`config.mk`:
```
export PLATFORM = sky130hd
export DESIGN_NAME = fetch_pc_unit
export DESIGN_NICKNAME = d
export VERILOG_FILES = /design/src/rtl/fetch_pc_unit.sv
export SDC_FILE = /design/constraint.sdc
export NUM_CORES = 1
export LEC_CHECK = 0
export ABC_AREA = 1
export CELL_PAD_IN_SITES_DETAIL_PLACEMENT = 2
export CELL_PAD_IN_SITES_GLOBAL_PLACEMENT = 2
export CORE_ASPECT_RATIO = 0.8
export CORE_MARGIN = 2
export CORE_UTILIZATION = 24
export DETAILED_ROUTE_END_ITERATION = 10
export PLACE_DENSITY = 0.89
export SYNTH_ARGS = -nofsm -noshare
export SYNTH_HDL_FRONTEND = slang
export SYNTH_SLANG_ARGS = --single-unit
```
`constraint.sdc`:
```
create_clock -name clk -period 3.8 [get_ports clk]
set_input_delay 1.14 -clock clk [delete_from_list [all_inputs] [get_ports clk]]
set_output_delay 1.14 -clock clk [all_outputs]
set_load 0.005 [all_outputs]
```
`src/rtl/fetch_pc_unit.sv`:
```
// Fetch stage for the control FSM: owns the program counter, the instruction register
// and the N/Z flags, and answers the FSM with op_code and the CMOV condition.
module fetch_pc_unit #(
    parameter int unsigned          PC_W     = 32,
    parameter int unsigned          INSTR_W  = 32,
    parameter int unsigned          OFF_W    = 16,
    parameter logic [PC_W-1:0]      RESET_PC = '0,
    parameter int unsigned          DATA_W   = 32
) (
    input  logic               clk,
    input  logic               reset,
    input  logic               loadPC,
    input  logic [2:0]         BRANCH,
    input  logic [INSTR_W-1:0] imem_data,
    input  logic [DATA_W-1:0]  alu_result,
    input  logic               flag_we,
    output logic [PC_W-1:0]    imem_addr,
    output logic [PC_W-1:0]    pc,
    output logic [INSTR_W-1:0] instr,
    output logic [3:0]         op_code,
    output logic               flag_n,
    output logic               flag_z,
    output logic               cmov_take,
    output logic               halted
);

    typedef enum logic {FETCH = 1'b0, EXEC = 1'b1} phase_t;

    typedef enum logic [2:0] {
        BR_NONE   = 3'b000,
        BR_ALWAYS = 3'b001,
        BR_MI     = 3'b010,
        BR_PL     = 3'b011,
        BR_Z      = 3'b100,
        BR_CMOV   = 3'b101
    } branch_t;

    localparam logic [INSTR_W-1:0] NOP_INSTR = {4'hE, {(INSTR_W-4){1'b0}}};
    localparam logic [3:0]         OP_HALT   = 4'hF;

    logic [PC_W-1:0]    pc_q, pc_d;
    logic [INSTR_W-1:0] instr_q, instr_d;
    phase_t             phase_q, phase_d;
    logic               redirect_q, redirect_d;
    logic               flag_n_q, flag_n_d;
    logic               flag_z_q, flag_z_d;
    logic               halted_q, halted_d;
    logic               branch_taken;
    logic [PC_W-1:0]    br_offset;

    assign br_offset = {{(PC_W-OFF_W){instr_q[OFF_W-1]}}, instr_q[OFF_W-1:0]};

    // NOTE: every signal assigned in an always_comb gets a default first, so no path can infer a latch.
    always_comb begin
        branch_taken = 1'b0;
        case (BRANCH)
            BR_ALWAYS: branch_taken = 1'b1;
            BR_MI:     branch_taken = flag_n_q;
            BR_PL:     branch_taken = ~flag_n_q;
            BR_Z:      branch_taken = flag_z_q;
            default:   branch_taken = 1'b0;
        endcase
    end

    always_comb begin
        pc_d       = pc_q;
        instr_d    = instr_q;
        phase_d    = phase_q;
        redirect_d = redirect_q;
        flag_n_d   = flag_n_q;
        flag_z_d   = flag_z_q;
        halted_d   = halted_q | (instr_q[INSTR_W-1 -: 4] == OP_HALT);

        // Flags track the datapath even while halted; branches below read the pre-edge values.
        if (flag_we) begin
            flag_n_d = alu_result[DATA_W-1];
            flag_z_d = (alu_result == '0);
        end

        if (loadPC && !halted_q) begin
            if (BRANCH == BR_NONE) begin
                if (phase_q == FETCH) begin
                    instr_d = imem_data;
                    phase_d = EXEC;
                end else begin
                    phase_d = FETCH;
                    // A taken branch already moved pc, so the closing update only clears the redirect.
                    if (redirect_q) redirect_d = 1'b0;
                    else            pc_d       = pc_q + PC_W'(1);
                end
            end else if (phase_q == EXEC && branch_taken) begin
                pc_d       = pc_q + br_offset;
                redirect_d = 1'b1;
            end
        end
    end

    // NOTE: sequential state uses non-blocking assignments so every register samples pre-edge values.
    always_ff @(posedge clk) begin
        if (reset) begin
            pc_q       <= RESET_PC;
            instr_q    <= NOP_INSTR;
            phase_q    <= FETCH;
            redirect_q <= 1'b0;
            flag_n_q   <= 1'b0;
            flag_z_q   <= 1'b0;
            halted_q   <= 1'b0;
        end else begin
            pc_q       <= pc_d;
            instr_q    <= instr_d;
            phase_q    <= phase_d;
            redirect_q <= redirect_d;
            flag_n_q   <= flag_n_d;
            flag_z_q   <= flag_z_d;
            halted_q   <= halted_d;
        end
    end

    assign imem_addr = pc_q;
    assign pc        = pc_q;
    assign instr     = instr_q;
    assign op_code   = instr_q[INSTR_W-1 -: 4];
    assign flag_n    = flag_n_q;
    assign flag_z    = flag_z_q;
    assign halted    = halted_q;
    assign cmov_take = (BRANCH == BR_CMOV) && flag_n_q;

endmodule

```
=== After elaboration in Yosys (flattened, before gate mapping) ===
Cells that the tools add are included.
Widths: inputs -> output; s select.

* Latch bits: 0
* Word-level logic and storage cells: 40
* Memories: 0
* Flip-flop bits (word level): 69
* Memory bits (read-only): 0
* Output and inout port bits: 104
* Bits in writable memories: 0

* Equality and inequality tests: 8
* Div/mod/pow operators: 0
* Reduce and logical (&&, ||, !) cells: 11
* Mux-type cells: 9
* Multiply operators: 0
* Shifts and indexed selects: 0
* Order comparisons: 0
* Bitwise logic cells: 3
* Add/sub/neg operators: 2

{| class="wikitable"
|+ Operators by type and width
! cell !! count
|-
| $mux 32 || 4
|-
| $add 32x1->32 const B || 1
|-
| $add 32x32->32 || 1
|-
| $logic_not 32->1 || 1
|-
| $eq 3x2->1 const B || 2
|-
| $eq 3x3->1 const B || 2
|-
| $reduce_and 3->1 || 2
|-
| $eq 4x4->1 const B || 1
|-
| $mux 1 || 4
|-
| $ne 2x2->1 const B || 2
|-
| $pmux 1 s4 || 1
|-
| $reduce_and 4->1 || 1
|-
| $eq 3x1->1 const B || 1
|-
| $logic_and 1x1->1 || 3
|-
| $logic_not 3->1 || 1
|-
| $not 1->1 || 2
|-
| $reduce_and 2->1 || 1
|-
| $reduce_bool 2->1 || 1
|-
| $logic_not 1->1 || 1
|-
| $or 1x1->1 || 1
|}

=== Depth between registers and ports, before layout ===
Gate-level depths: netlist (run 1).

* Depth after elaboration: 5
* Mapped depth: 22
* Depth with buffers taken out: 22

=== Worst setup path after synthesis (run 1) ===
No wires, ideal clock.

* Path type: input to register
* From: input BRANCH[2]
* To: register pc_q[24], in the netlist imem_addr[24]
* Arrival time: 3.388 ns
* Required time: 3.687 ns
* Cell stages on the path: 22
* Setup slack: 0.299 ns
* Library setup time: 0.113 ns
* Path buffers: 0
* Cells stage by stage: inv_1 nand2_4 inv_1 or2_2 ha_1 fa_1 nand2_1 nand3_1 nand3_1 nand2_1 nand2_1 nand2_1 nand2_1 nand2_1 nand2_1 nand2_1 nand2_1 nand2_1 nand2_1 nand2_1 o21ai_1 inv_1

* Longest elaborated chain between the ends: 5
* Elaborated cells between the ends (all ways): 12

{| class="wikitable"
|+ RTL lines
! what !! RTL line !! text
|-
| start, declared || 13 || <nowiki>input logic [2:0] BRANCH,</nowiki>
|-
| $eq 3x3->1, or another cell as far along || 56 || <nowiki>case (BRANCH)</nowiki>
|-
| $pmux 1 s4 || 56 ||
|-
| $logic_and 1x1->1 || 91 || <nowiki>end else if (phase_q == EXEC && branch_taken) begin</nowiki>
|-
| $reduce_bool 2->1 (no source line) || n/a ||
|-
| $reduce_and 4->1 (no source line) || n/a ||
|-
| end signal, assigned || 109 || <nowiki>pc_q <= pc_d;</nowiki>
|-
| end, declared || 41 || <nowiki>logic [PC_W-1:0] pc_q, pc_d;</nowiki>
|}

Parallel ways exist; a longest one is shown, timed or not.
A chain may end at the register's enable or synchronous reset.

=== Final worst setup path (run 1) ===
* From: input BRANCH[2]
* To: register pc_q[28], in the netlist imem_addr[28]

The elaborated chain is that of the path after synthesis.

==> implementation parameters, run 1 <==
Parameter                              Value

Outcome
  Status    completed

Finish
  Filler cells    2367
  Post-Layout Inst Area    7321 µm²
  Final net count    994
  Total inserted antenna cells    0
  Layout cell share with drive strength beyond 1    14.47%
  Final Core Density    36.66%
  Growth of design area from synthesis to finish    48.73%

Drt
  Wirelength, routed    22340 µm
  Detailed-routing iteration count for the pre-antenna-repair pass    4
  Via count    5810
  Remaining DRCs    0
  Via density per instance    4.940
  Initial DRC Count    234
  Remaining number of nets flagged by the antenna check after routing    0
  DR WL/cell    19.00 µm

Worst hold path
  Tightest Hold Check Type    register to register
  Hold path endpoint    instr[2]
  Worst min-delay path startpoint    instr[2]
  Cell depth of the worst hold path    2

Critical path
  Critical path launch point    BRANCH[2]
  Worst Setup Path Type    input port to register
  Kind of launch point of the worst setup path    input port
  Critical path data arrival time    4010 ps
  Beginning of the worst register-to-register path    instr[0]
  Data required, critical path    4050 ps
  Critical-path maximum fanout    4
  Count of cells along the worst register-to-register path    17
  Type of destination of the critical path    register
  Worst R2R End    imem_addr[28]
  R2r setup slk    1100 ps

Power and ir drop
  Leakage power of the design    0.003194 µW
  Clock network fraction of design power    48.5%
  Overall power after layout    2006 µW
  Sw power    531.0 µW
  Proportion of power drawn by flip-flops and latches    37.7%
  Worst ir drop on vdd    0.2152 mV
  Part of the total power dissipated in combinational logic    13.8%
  Sw frac    26.48%
  Pwr dens    274.0 nW/µm²
  Internal power of the cells    1475 µW

Clocking
  Clock tree root buffer cell    sky130_fd_sc_hd__clkbuf_16
  Worst-skew pair later-pin latency    360 ps
  CTS clk-pin slew, worst paths    70 ps
  Number of CTS-inserted buffers    9
  Number of sinks driven by the clock tree    69
  Maximum clock path buffer count    2
  H-tree lvl count    3
  CTS tree    built

STA
  Final hold violation count    0
  Number of max-slew violations in the final report    0
  Period Utilization, post-route    98.95%
  Transition time at the pin with the least slew margin    480.3 ps
  Worst hold slack    476.4 ps
  Final setup vio count    0
  Min cycle time layout    3760 ps
  Final setup skew    8.605 ps
  Setup TNS    0 ps
  Highest Clock Rate    265.9 MHz
  Worst max-slew margin expressed relative to the limit    67.98%

Floorplanning
  Area of the die    21680 µm²
  Standard cell core area    19970 µm²
  Y dimension of the die    132.1 µm
  Number of top-level design ports    175
  Initial core utilization    24.65%
  Row Count    46
  Overall die width    164.1 µm

Synth
  Top_reg_cell synth    sky130_fd_sc_hd__dfxtp_1
  Combinational family with the most area after synthesis    simple AND/OR/NAND/NOR gates
  Synth area leader    sky130_fd_sc_hd__dfxtp_1
  Synthesized area per cell    6.697 µm²
  Post-synth cell types    39
  Netlist Area Pre-Place    4922 µm²
  Ys async rst share    0%
  Flip-flop and latch count after synthesis    69
  Number of enable-type register cells in the synthesized netlist    0
  Warnings, synthesis    0
  Net count after synthesis    822
  Post-synthesis compound-gate area fraction    18.10%
  Post-synthesis instance total    735
  Synth Area in XOR/XNOR    3.381%
  Share of cell area taken by muxes after synthesis    0%
  Top cell type's share of synthesized area    28.06%
  Top area cells in the synthesized netlist    sky130_fd_sc_hd__dfxtp_1 (28%), sky130_fd_sc_hd__nand2_1 (9.9%), sky130_fd_sc_hd__inv_1 (6.6%), sky130_fd_sc_hd__a21oi_1 (6.2%), sky130_fd_sc_hd__o21ai_0 (6.1%)
  Simple-gate share of the synthesized area    30.12%
  Share of the yosys chip area belonging to registers    28.06%
  Share of synthesized cell area in full adder, half adder and majority cells    4.220%

Place
  Total half-perimeter wirelength after legalization and detailed placement    16240 µm
  Weighted congestion at the end of routability-driven global placement    0.8646
  Port buffer count    174
  Area after detailed placement    6910 µm²

Global route
  Largest net degree at the start of global routing    48
  First-pass GRT wire length    34270 µm
  Gr ovfl total    0
  Via count of the first global-routing pass    6308
  Antenna violations before repair    0
  Global routing usage summed across all routing layers    20.19%

Flow run
  Max-Cap Viols    0
==> registers in the layout (all words and copies together) (netlist names) <==
register	flops
flag_z	1
halted	1
phase_q	1
redirect_q	1
imem_addr	32
instr	32
flag_n	1
==> how the worst max path moves through the flow <==
stage                    end  cells after the start  slack, ps
6_report       imem_addr[28]                     21         40
3_5_place_dp   imem_addr[23]                     15       -460
2_1_floorplan  imem_addr[24]                     22        300
4_1_cts        imem_addr[23]                     15         -1
3_3_place_gp   imem_addr[24]                     23       -190
5_1_grt        imem_addr[28]                     22       -100
==> kinds of logic after synthesis <==
logic type                 after synthesis
DFF                                     69
xor gates and xnor gates                19
buffers and inverters                  153
adders and majority gates               16
and+or+nand+nor                        319
AOI/OAI and AO/OA                      159
==> worst max-delay path, stage by stage <==
cell and delay (ps):
sky130_fd_sc_hd__clkdlybuf4s50_1 470, sky130_fd_sc_hd__inv_2 60, sky130_fd_sc_hd__nand2_4 90, sky130_fd_sc_hd__inv_2 50, sky130_fd_sc_hd__or2_2 300, sky130_fd_sc_hd__ha_4 180
sky130_fd_sc_hd__fa_2 380, sky130_fd_sc_hd__nand2_2 90, sky130_fd_sc_hd__nand3_2 70, sky130_fd_sc_hd__nand3_2 80, sky130_fd_sc_hd__nand2_2 90, sky130_fd_sc_hd__nand2_2 110
sky130_fd_sc_hd__nand2_2 70, sky130_fd_sc_hd__nand2_1 80, sky130_fd_sc_hd__nand2_2 70, sky130_fd_sc_hd__nand2_2 100, sky130_fd_sc_hd__nand2_1 80, sky130_fd_sc_hd__nand3_1 160
sky130_fd_sc_hd__a21oi_1 110, sky130_fd_sc_hd__nor2_1 160, sky130_fd_sc_hd__nor2_1 50
==> routing by layer <==
layer  global-route usage, %  vias to the layer above  part of all wire (%)
li1                        -                     2713                     -
met1                   25.22                     2869                    43
met2                   33.98                      202                    48
met3                   5.002                       26                   7.6
met4                   6.335                        0                   1.7
met5                       0                        -                     0
==> synthesized netlist by cell type, types with 2 or more instances <==
master and instances:
sky130_fd_sc_hd__nor3_1 2, sky130_fd_sc_hd__a21oi_1 61, sky130_fd_sc_hd__nand4_1 7, sky130_fd_sc_hd__nor2_2 8, sky130_fd_sc_hd__o21ai_0 60, sky130_fd_sc_hd__or2_2 3
sky130_fd_sc_hd__a21oi_2 2, sky130_fd_sc_hd__a21o_1 3, sky130_fd_sc_hd__nand3_2 2, sky130_fd_sc_hd__o21ai_1 5, sky130_fd_sc_hd__inv_2 2, sky130_fd_sc_hd__nand2_1 130
sky130_fd_sc_hd__nand3_1 49, sky130_fd_sc_hd__dfxtp_1 69, sky130_fd_sc_hd__nand2_2 19, sky130_fd_sc_hd__nand2_4 4, sky130_fd_sc_hd__nor2_1 78, sky130_fd_sc_hd__nor4_1 9
sky130_fd_sc_hd__o211ai_1 6, sky130_fd_sc_hd__xor2_1 10, sky130_fd_sc_hd__a41oi_1 14, sky130_fd_sc_hd__xnor2_1 9, sky130_fd_sc_hd__a31oi_1 6, sky130_fd_sc_hd__inv_1 87
sky130_fd_sc_hd__buf_4 39, sky130_fd_sc_hd__clkbuf_1 16, sky130_fd_sc_hd__nor2_4 4, sky130_fd_sc_hd__buf_6 6, sky130_fd_sc_hd__ha_1 15
==> final cells by class <==
class	count	area, µm²	area share, %
Clock inverter	7	106.4	1.453
Inverter	89	334.1	4.563
Sequential cell	69	1381	18.87
Tap cell	264	330.3	4.512
Timing Repair Buffer	225	2133	29.14
Multi-Input combinational cell	513	2810	38.39
Clock buffer	9	225.2	3.076
==> per-stage QoR <==
stage / worst slack [ps] / cells
5_1_grt: -103.7 / 1176
3_3_place_gp: -194.8 / 1159
3_5_place_dp: -463.8 / 1159
6_report: 39.87 / 1176
2_1_floorplan: 298.7 / 735
4_1_cts: -1.338 / 1175
==> repair_timing <==
item,in CTS,in global routing
pin swaps,0,6
endpoints found under the setup margin,9,17
buffers inserted,0,1
resized for setup,4,21
gates cloned,0,0
hold buffers,0,0
==> cells in the final DEF, fill, tap and decap left out, types with 28 or more instances in the layout <==
master	Yosys	final
sky130_fd_sc_hd__inv_1	87	85
sky130_fd_sc_hd__nor2_1	78	77
sky130_fd_sc_hd__a21oi_1	61	60
sky130_fd_sc_hd__o21ai_0	60	59
sky130_fd_sc_hd__nand2_2	19	28
sky130_fd_sc_hd__nand3_1	49	46
sky130_fd_sc_hd__nand2_1	130	121
sky130_fd_sc_hd__clkdlybuf4s50_1	0	172
sky130_fd_sc_hd__buf_4	39	50
sky130_fd_sc_hd__dfxtp_1	69	69
==> power by group through the flow <==
stage | combinational [µW] | clock, µW | sequential [µW]
after global placement | 262 | 0 | 770
final | 278 | 972 | 756
after detailed placement | 272 | 0 | 772
after global routing | 302 | 1020 | 758
after CTS | 276 | 995 | 756
after floorplan | 113 | 0 | 770
No activity file was read; power rests on OpenSTA's default activity.
==> run 2, diff against run 1 <==
--- a/config.mk
+++ b/config.mk
@@ -13,6 +13,8 @@
 export CORE_UTILIZATION = 24
 export DETAILED_ROUTE_END_ITERATION = 10
 export PLACE_DENSITY = 0.89
+export SETUP_SLACK_MARGIN = 0.05
+export SLEW_MARGIN = 30
 export SYNTH_ARGS = -nofsm -noshare
 export SYNTH_HDL_FRONTEND = slang
 export SYNTH_SLANG_ARGS = --single-unit
==> implementation parameters, run 2 (synthesized netlist as in run 1, its figures left out) <==
Parameter                              Value

Outcome
  Status    completed

Critical path
  Worst Setup Path Type    input port to register
  Kind of launch point of the worst setup path    input port
  Critical-path maximum fanout    4
  Type of destination of the critical path    register
  Data required, critical path    4040 ps
  Critical path data arrival time    3930 ps

Global route
  Gr ovfl total    0
  Antenna violations before repair    0
  Via count of the first global-routing pass    6318
  Global routing usage summed across all routing layers    20.10%
  First-pass GRT wire length    34190 µm
  Largest net degree at the start of global routing    48

Clocking
  Worst-skew pair later-pin latency    350 ps
  CTS tree    built
  Number of sinks driven by the clock tree    69
  Clock tree root buffer cell    sky130_fd_sc_hd__clkbuf_16
  CTS clk-pin slew, worst paths    70 ps
  H-tree lvl count    3
  Maximum clock path buffer count    2
  Hold-fix buffer count after cts    0
  Number of CTS-inserted buffers    9

STA
  Final setup vio count    0
  Final setup skew    8.782 ps
  Setup TNS    0 ps
  Number of max-slew violations in the final report    0
  Highest Clock Rate    271.3 MHz
  Transition time at the pin with the least slew margin    483.3 ps
  Worst hold slack    483.9 ps
  Setup repair after global routing missed its margin    yes
  Final hold violation count    0
  Min cycle time layout    3686 ps
  Period Utilization, post-route    97.00%
  Worst max-slew margin expressed relative to the limit    67.78%

Floorplanning
  Initial core utilization    24.65%
  Row Count    46
  Y dimension of the die    132.1 µm
  Standard cell core area    19970 µm²
  Number of top-level design ports    175
  Overall die width    164.1 µm
  Area of the die    21680 µm²

Finish
  Most frequent standard cell in the layout excluding fill and tap cells    sky130_fd_sc_hd__clkdlybuf4s50_1
  Area occupied by multi-input gates    2826 µm²
  Growth of design area from synthesis to finish    49.06%
  Total inserted antenna cells    0
  Layout cell share with drive strength beyond 1    14.80%
  Sequential Area    1381 µm²
  Most frequent cells in the layout    sky130_fd_sc_hd__clkdlybuf4s50_1 (172), sky130_fd_sc_hd__nand2_1 (120), sky130_fd_sc_hd__inv_1 (85)
  Final net count    994
  Filler cells    2375

Drt
  Detailed-routing iteration count for the pre-antenna-repair pass    5
  Wirelength, routed    22290 µm
  Via count    5812
  Remaining DRCs    0
  Initial DRC Count    280
  Remaining number of nets flagged by the antenna check after routing    0
  DR WL/cell    18.95 µm
  Via density per instance    4.942

Power and ir drop
  Leakage power of the design    0.003184 µW
  Pwr dens    273.4 nW/µm²
  Worst ir drop on vdd    0.2234 mV

Worst hold path
  Tightest Hold Check Type    register to register

Place
  Port buffer count    174
  Total half-perimeter wirelength after legalization and detailed placement    16240 µm
  Weighted congestion at the end of routability-driven global placement    0.8646

Flow run
  Max-Cap Viols    0
-- run 2: changes by cell type in the layout (fill, tap and decap cells not counted), moves of 2 or more --
| cell | change |
|---|---|
| sky130_fd_sc_hd__nor2_1 | -2 |
| sky130_fd_sc_hd__nand3_1 | +2 |
| sky130_fd_sc_hd__nand3_2 | -2 |
| sky130_fd_sc_hd__nor2_2 | +2 |
-- run 2: timing repair --
item	CTS	global route
pin swaps	0	6
hold endpoints to repair	0	0
setup endpoints to repair	14	17
resized for setup	9	20
buffers inserted	0	1
-- run 2: path summary, 6_finish.rpt --
| path | start | to | slack (ps) | depth (start not counted) |
|---|---|---|---|---|
| hold reg to reg | instr[3] | instr[3] | 480 | 2 |
| setup / recovery | BRANCH[2] | imem_addr[24] | 110 | 23 |
| setup reg to reg | instr[0] | imem_addr[24] | 1200 | 19 |
| hold / removal | instr[3] | instr[3] | 480 | 2 |
-- run 2: power by group --
part | leakage, µW | internal, µW | switching, µW | total [µW]
clock | 0.000163 | 587 | 385 | 972
combinational | 0.00246 | 148 | 131 | 279
sequential | 0.000559 | 741 | 14.7 | 755
-- run 2: area by class of cell --
type | instances | share of cell area (%)
clock buffers | 9 | 3.070
clock inverters | 7 | 1.450
flip-flops and latches | 69 | 18.83
well taps | 264 | 4.502
multi-input cells | 513 | 38.52
repair buffers | 225 | 29.08
inverters | 89 | 4.553
-- run 2: worst max-delay path: stages --
cell and delay (ps):
sky130_fd_sc_hd__clkdlybuf4s50_1 470, sky130_fd_sc_hd__inv_2 60, sky130_fd_sc_hd__nand2_4 90, sky130_fd_sc_hd__inv_2 50, sky130_fd_sc_hd__or2_4 240, sky130_fd_sc_hd__ha_4 170, sky130_fd_sc_hd__fa_2 370, sky130_fd_sc_hd__nand2_2 80
sky130_fd_sc_hd__nand3_1 80, sky130_fd_sc_hd__nand3_1 120, sky130_fd_sc_hd__nand2_2 100, sky130_fd_sc_hd__nand2_2 100, sky130_fd_sc_hd__nand2_2 70, sky130_fd_sc_hd__nand2_2 70, sky130_fd_sc_hd__nand2_2 70, sky130_fd_sc_hd__nand2_2 100
sky130_fd_sc_hd__nand2_2 70, sky130_fd_sc_hd__nand2_2 70, sky130_fd_sc_hd__nand2_2 60, sky130_fd_sc_hd__nand2_1 80, sky130_fd_sc_hd__nand2_1 60, sky130_fd_sc_hd__o21ai_2 150, sky130_fd_sc_hd__inv_1 50
-- run 2: stage by stage --
| step | cells | instance area, µm² | power (µW) | setup WS (ps) | utilization (%) |
|---|---|---|---|---|---|
| floorplan | 735 | 4922 | 882.4 | 298.7 | - |
| global placement | 1159 | 6910 | 1032 | -194.8 | 34.60 |
| detailed placement | 1159 | 6910 | 1044 | -463.8 | 34.60 |
| CTS | 1175 | 7261 | 2027 | 61.98 | 36.36 |
| global route | 1176 | 7337 | 2077 | -71.16 | 36.74 |
| finish | 1176 | 7337 | 2006 | 114.1 | 36.74 |
-- run 2: per-layer routing --
metal  wire [µm]  vias up  track usage [%]
met5           0        -                0
li1            -     2714                -
met3        1469       27            5.127
met1        9810     2878            25.26
met2       10630      193            33.52
met4         377        0            6.335
==> run 3, diff against run 2 <==
--- a/config.mk
+++ b/config.mk
@@ -12,6 +12,7 @@
 export CORE_MARGIN = 2
 export CORE_UTILIZATION = 24
 export DETAILED_ROUTE_END_ITERATION = 10
+export GPL_TIMING_DRIVEN = 0
 export PLACE_DENSITY = 0.89
 export SETUP_SLACK_MARGIN = 0.05
 export SLEW_MARGIN = 30
==> implementation parameters, run 3 (synthesized netlist as in run 1, its figures left out) <==
Parameter                              Value

Clocking
  Hold-fix buffer count after cts    0
  Clock tree root buffer cell    sky130_fd_sc_hd__clkbuf_16
  CTS tree    built
  H-tree lvl count    3
  Number of CTS-inserted buffers    9
  Worst-skew pair later-pin latency    370 ps
  Maximum clock path buffer count    2
  CTS clk-pin slew, worst paths    60 ps
  Number of sinks driven by the clock tree    69

Floorplanning
  Row Count    46
  Initial core utilization    24.65%
  Overall die width    164.1 µm
  Area of the die    21680 µm²
  Standard cell core area    19970 µm²
  Number of top-level design ports    175
  Y dimension of the die    132.1 µm

Critical path
  Count of buffer and inverter cells on the critical path    4
  Critical path data arrival time    3900 ps
  Kind of launch point of the worst setup path    input port
  Critical path launch point    BRANCH[1]
  CP max stage cell    sky130_fd_sc_hd__ha_1
  Critical-path cell list    dlygate4sd2_1 -> nor2_2 -> nand2_4 -> clkinvlp_4 -> buf_4 -> buf_8 -> nor2_2 -> ha_1 -> a21oi_1 -> nand2_4 -> nand2_4 -> nand2_2 -> nand2_2 -> nand2_2 -> nand2_4 -> nand2_1 -> nand2_1 -> xor2_1 -> a21oi_1
  Worst Setup Path Type    input port to register
  Critical-path maximum fanout    10
  Critical Path Most Common Cell    sky130_fd_sc_hd__nand2_4
  Data required, critical path    4020 ps
  Type of destination of the critical path    register
  Kind of cell adding the most delay to the critical path    simple AND/OR/NAND/NOR gates
  Critical Path Max Stage Delay    360 ps
  Beginning of the worst register-to-register path    flag_n

STA
  Worst max-slew margin expressed relative to the limit    47.15%
  Crit path setup slack, layout    121.1 ps
  Min cycle time layout    3679 ps
  Setup TNS    0 ps
  Final setup skew    15.16 ps
  Final hold violation count    0
  Number of max-slew violations in the final report    0
  Transition time at the pin with the least slew margin    792.7 ps
  Period Utilization, post-route    96.81%
  Highest Clock Rate    271.8 MHz
  Final setup vio count    0

Global route
  Antenna violations before repair    1
  Global routing usage summed across all routing layers    20.65%
  First-pass GRT wire length    35130 µm
  Gr ovfl total    0
  Largest net degree at the start of global routing    15
  Via count of the first global-routing pass    6509

Drt
  Remaining number of nets flagged by the antenna check after routing    0
  Via density per instance    5.089
  Initial DRC Count    247
  Wirelength, routed    26070 µm
  Via count    6158
  Detailed-routing iteration count for the pre-antenna-repair pass    5
  Remaining DRCs    0
  DR WL/cell    21.54 µm

Finish
  Most frequent cells in the layout    sky130_fd_sc_hd__clkdlybuf4s50_1 (170), sky130_fd_sc_hd__nand2_1 (103), sky130_fd_sc_hd__inv_1 (85)
  Most frequent standard cell in the layout excluding fill and tap cells    sky130_fd_sc_hd__clkdlybuf4s50_1
  Total inserted antenna cells    0
  Growth of design area from synthesis to finish    58.82%
  Post-Layout Inst Area    7818 µm²
  Final net count    1028
  Final Core Density    39.14%
  Layout cell share with drive strength beyond 1    21.56%

Worst hold path
  Worst min-delay path startpoint    flag_z
  Tightest Hold Check Type    register to register

Outcome
  Status    completed

Place
  Area after detailed placement    6984 µm²
  Total half-perimeter wirelength after legalization and detailed placement    16890 µm
  Worst slack after detailed placement    -969.7 ps
  Port buffer count    173
  Weighted congestion at the end of routability-driven global placement    0.8759

Flow run
  Max-Cap Viols    0

Power and ir drop
  Worst ir drop on vdd    0.2260 mV
  Pwr dens    254.9 nW/µm²
  Leakage power of the design    0.003352 µW
-- run 3: cell count changes in the layout (fill, tap and decap cells not counted), moves of 7 or more --
cell                       change
sky130_fd_sc_hd__nor2_1       -11
sky130_fd_sc_hd__nand2_1      -17
sky130_fd_sc_hd__a21oi_1      -10
sky130_fd_sc_hd__nor2_2        +7
sky130_fd_sc_hd__buf_6         +7
sky130_fd_sc_hd__a21oi_2       +8
sky130_fd_sc_hd__nand2_2      +13
sky130_fd_sc_hd__buf_4        +10
sky130_fd_sc_hd__clkbuf_1     +15
-- run 3: metal layers --
metal	share of wire [%]	wire [µm]	global-route usage, %	vias to the layer above
met4	2.9	767	5.263	2
met1	41	10610	25.09	3051
met5	0.042	11	0	-
li1	-	-	-	2793
met2	49	12850	35.98	257
met3	7.1	1839	5.411	55
-- run 3: timing repair --
action / 4_1_cts / 5_1_grt
pin swaps: 11 / 30
setup buffers: 10 / 12
setup endpoints to repair: 23 / 17
resized for setup: 26 / 73
-- run 3: worst min-delay path, stage by stage (launching register included) --
cell and delay (ps):
sky130_fd_sc_hd__dfxtp_1 320, sky130_fd_sc_hd__nand2_1 60, sky130_fd_sc_hd__a21oi_1 50
-- run 3: path summary, 6_finish.rpt --
check | cells after the start | end | slack (ps)
setup reg to reg | 7 | imem_addr[5] | 1060
setup / recovery | 19 | imem_addr[20] | 120
hold / removal | 2 | flag_z | 480
hold reg to reg | 2 | flag_z | 480
-- run 3: final cells by class --
type	instances	area, µm²
Fill cell	2284	12150
Multi-Input combinational cell	513	3089
Timing Repair Buffer	195	1901
Sequential cell	69	1381
Buffer	64	470.5
Inverter	89	337.8
Tap cell	264	330.3
Clock buffer	9	225.2
Clock inverter	7	82.58
-- run 3: power by group --
group	internal [µW]	switching, µW	total, µW
clock network	521	409	929
logic	159	148	307
registers	741	16.0	757
total	1420	573	1990
-- run 3: metrics by stage --
step	std cells	hold WS (ps)	total power [µW]
finish	1210	479.6	1993
floorplan	735	455.3	882.4
global placement	1172	460.2	1038
global route	1210	509.7	2059
CTS	1198	478.1	1976
detailed placement	1172	467.0	1049
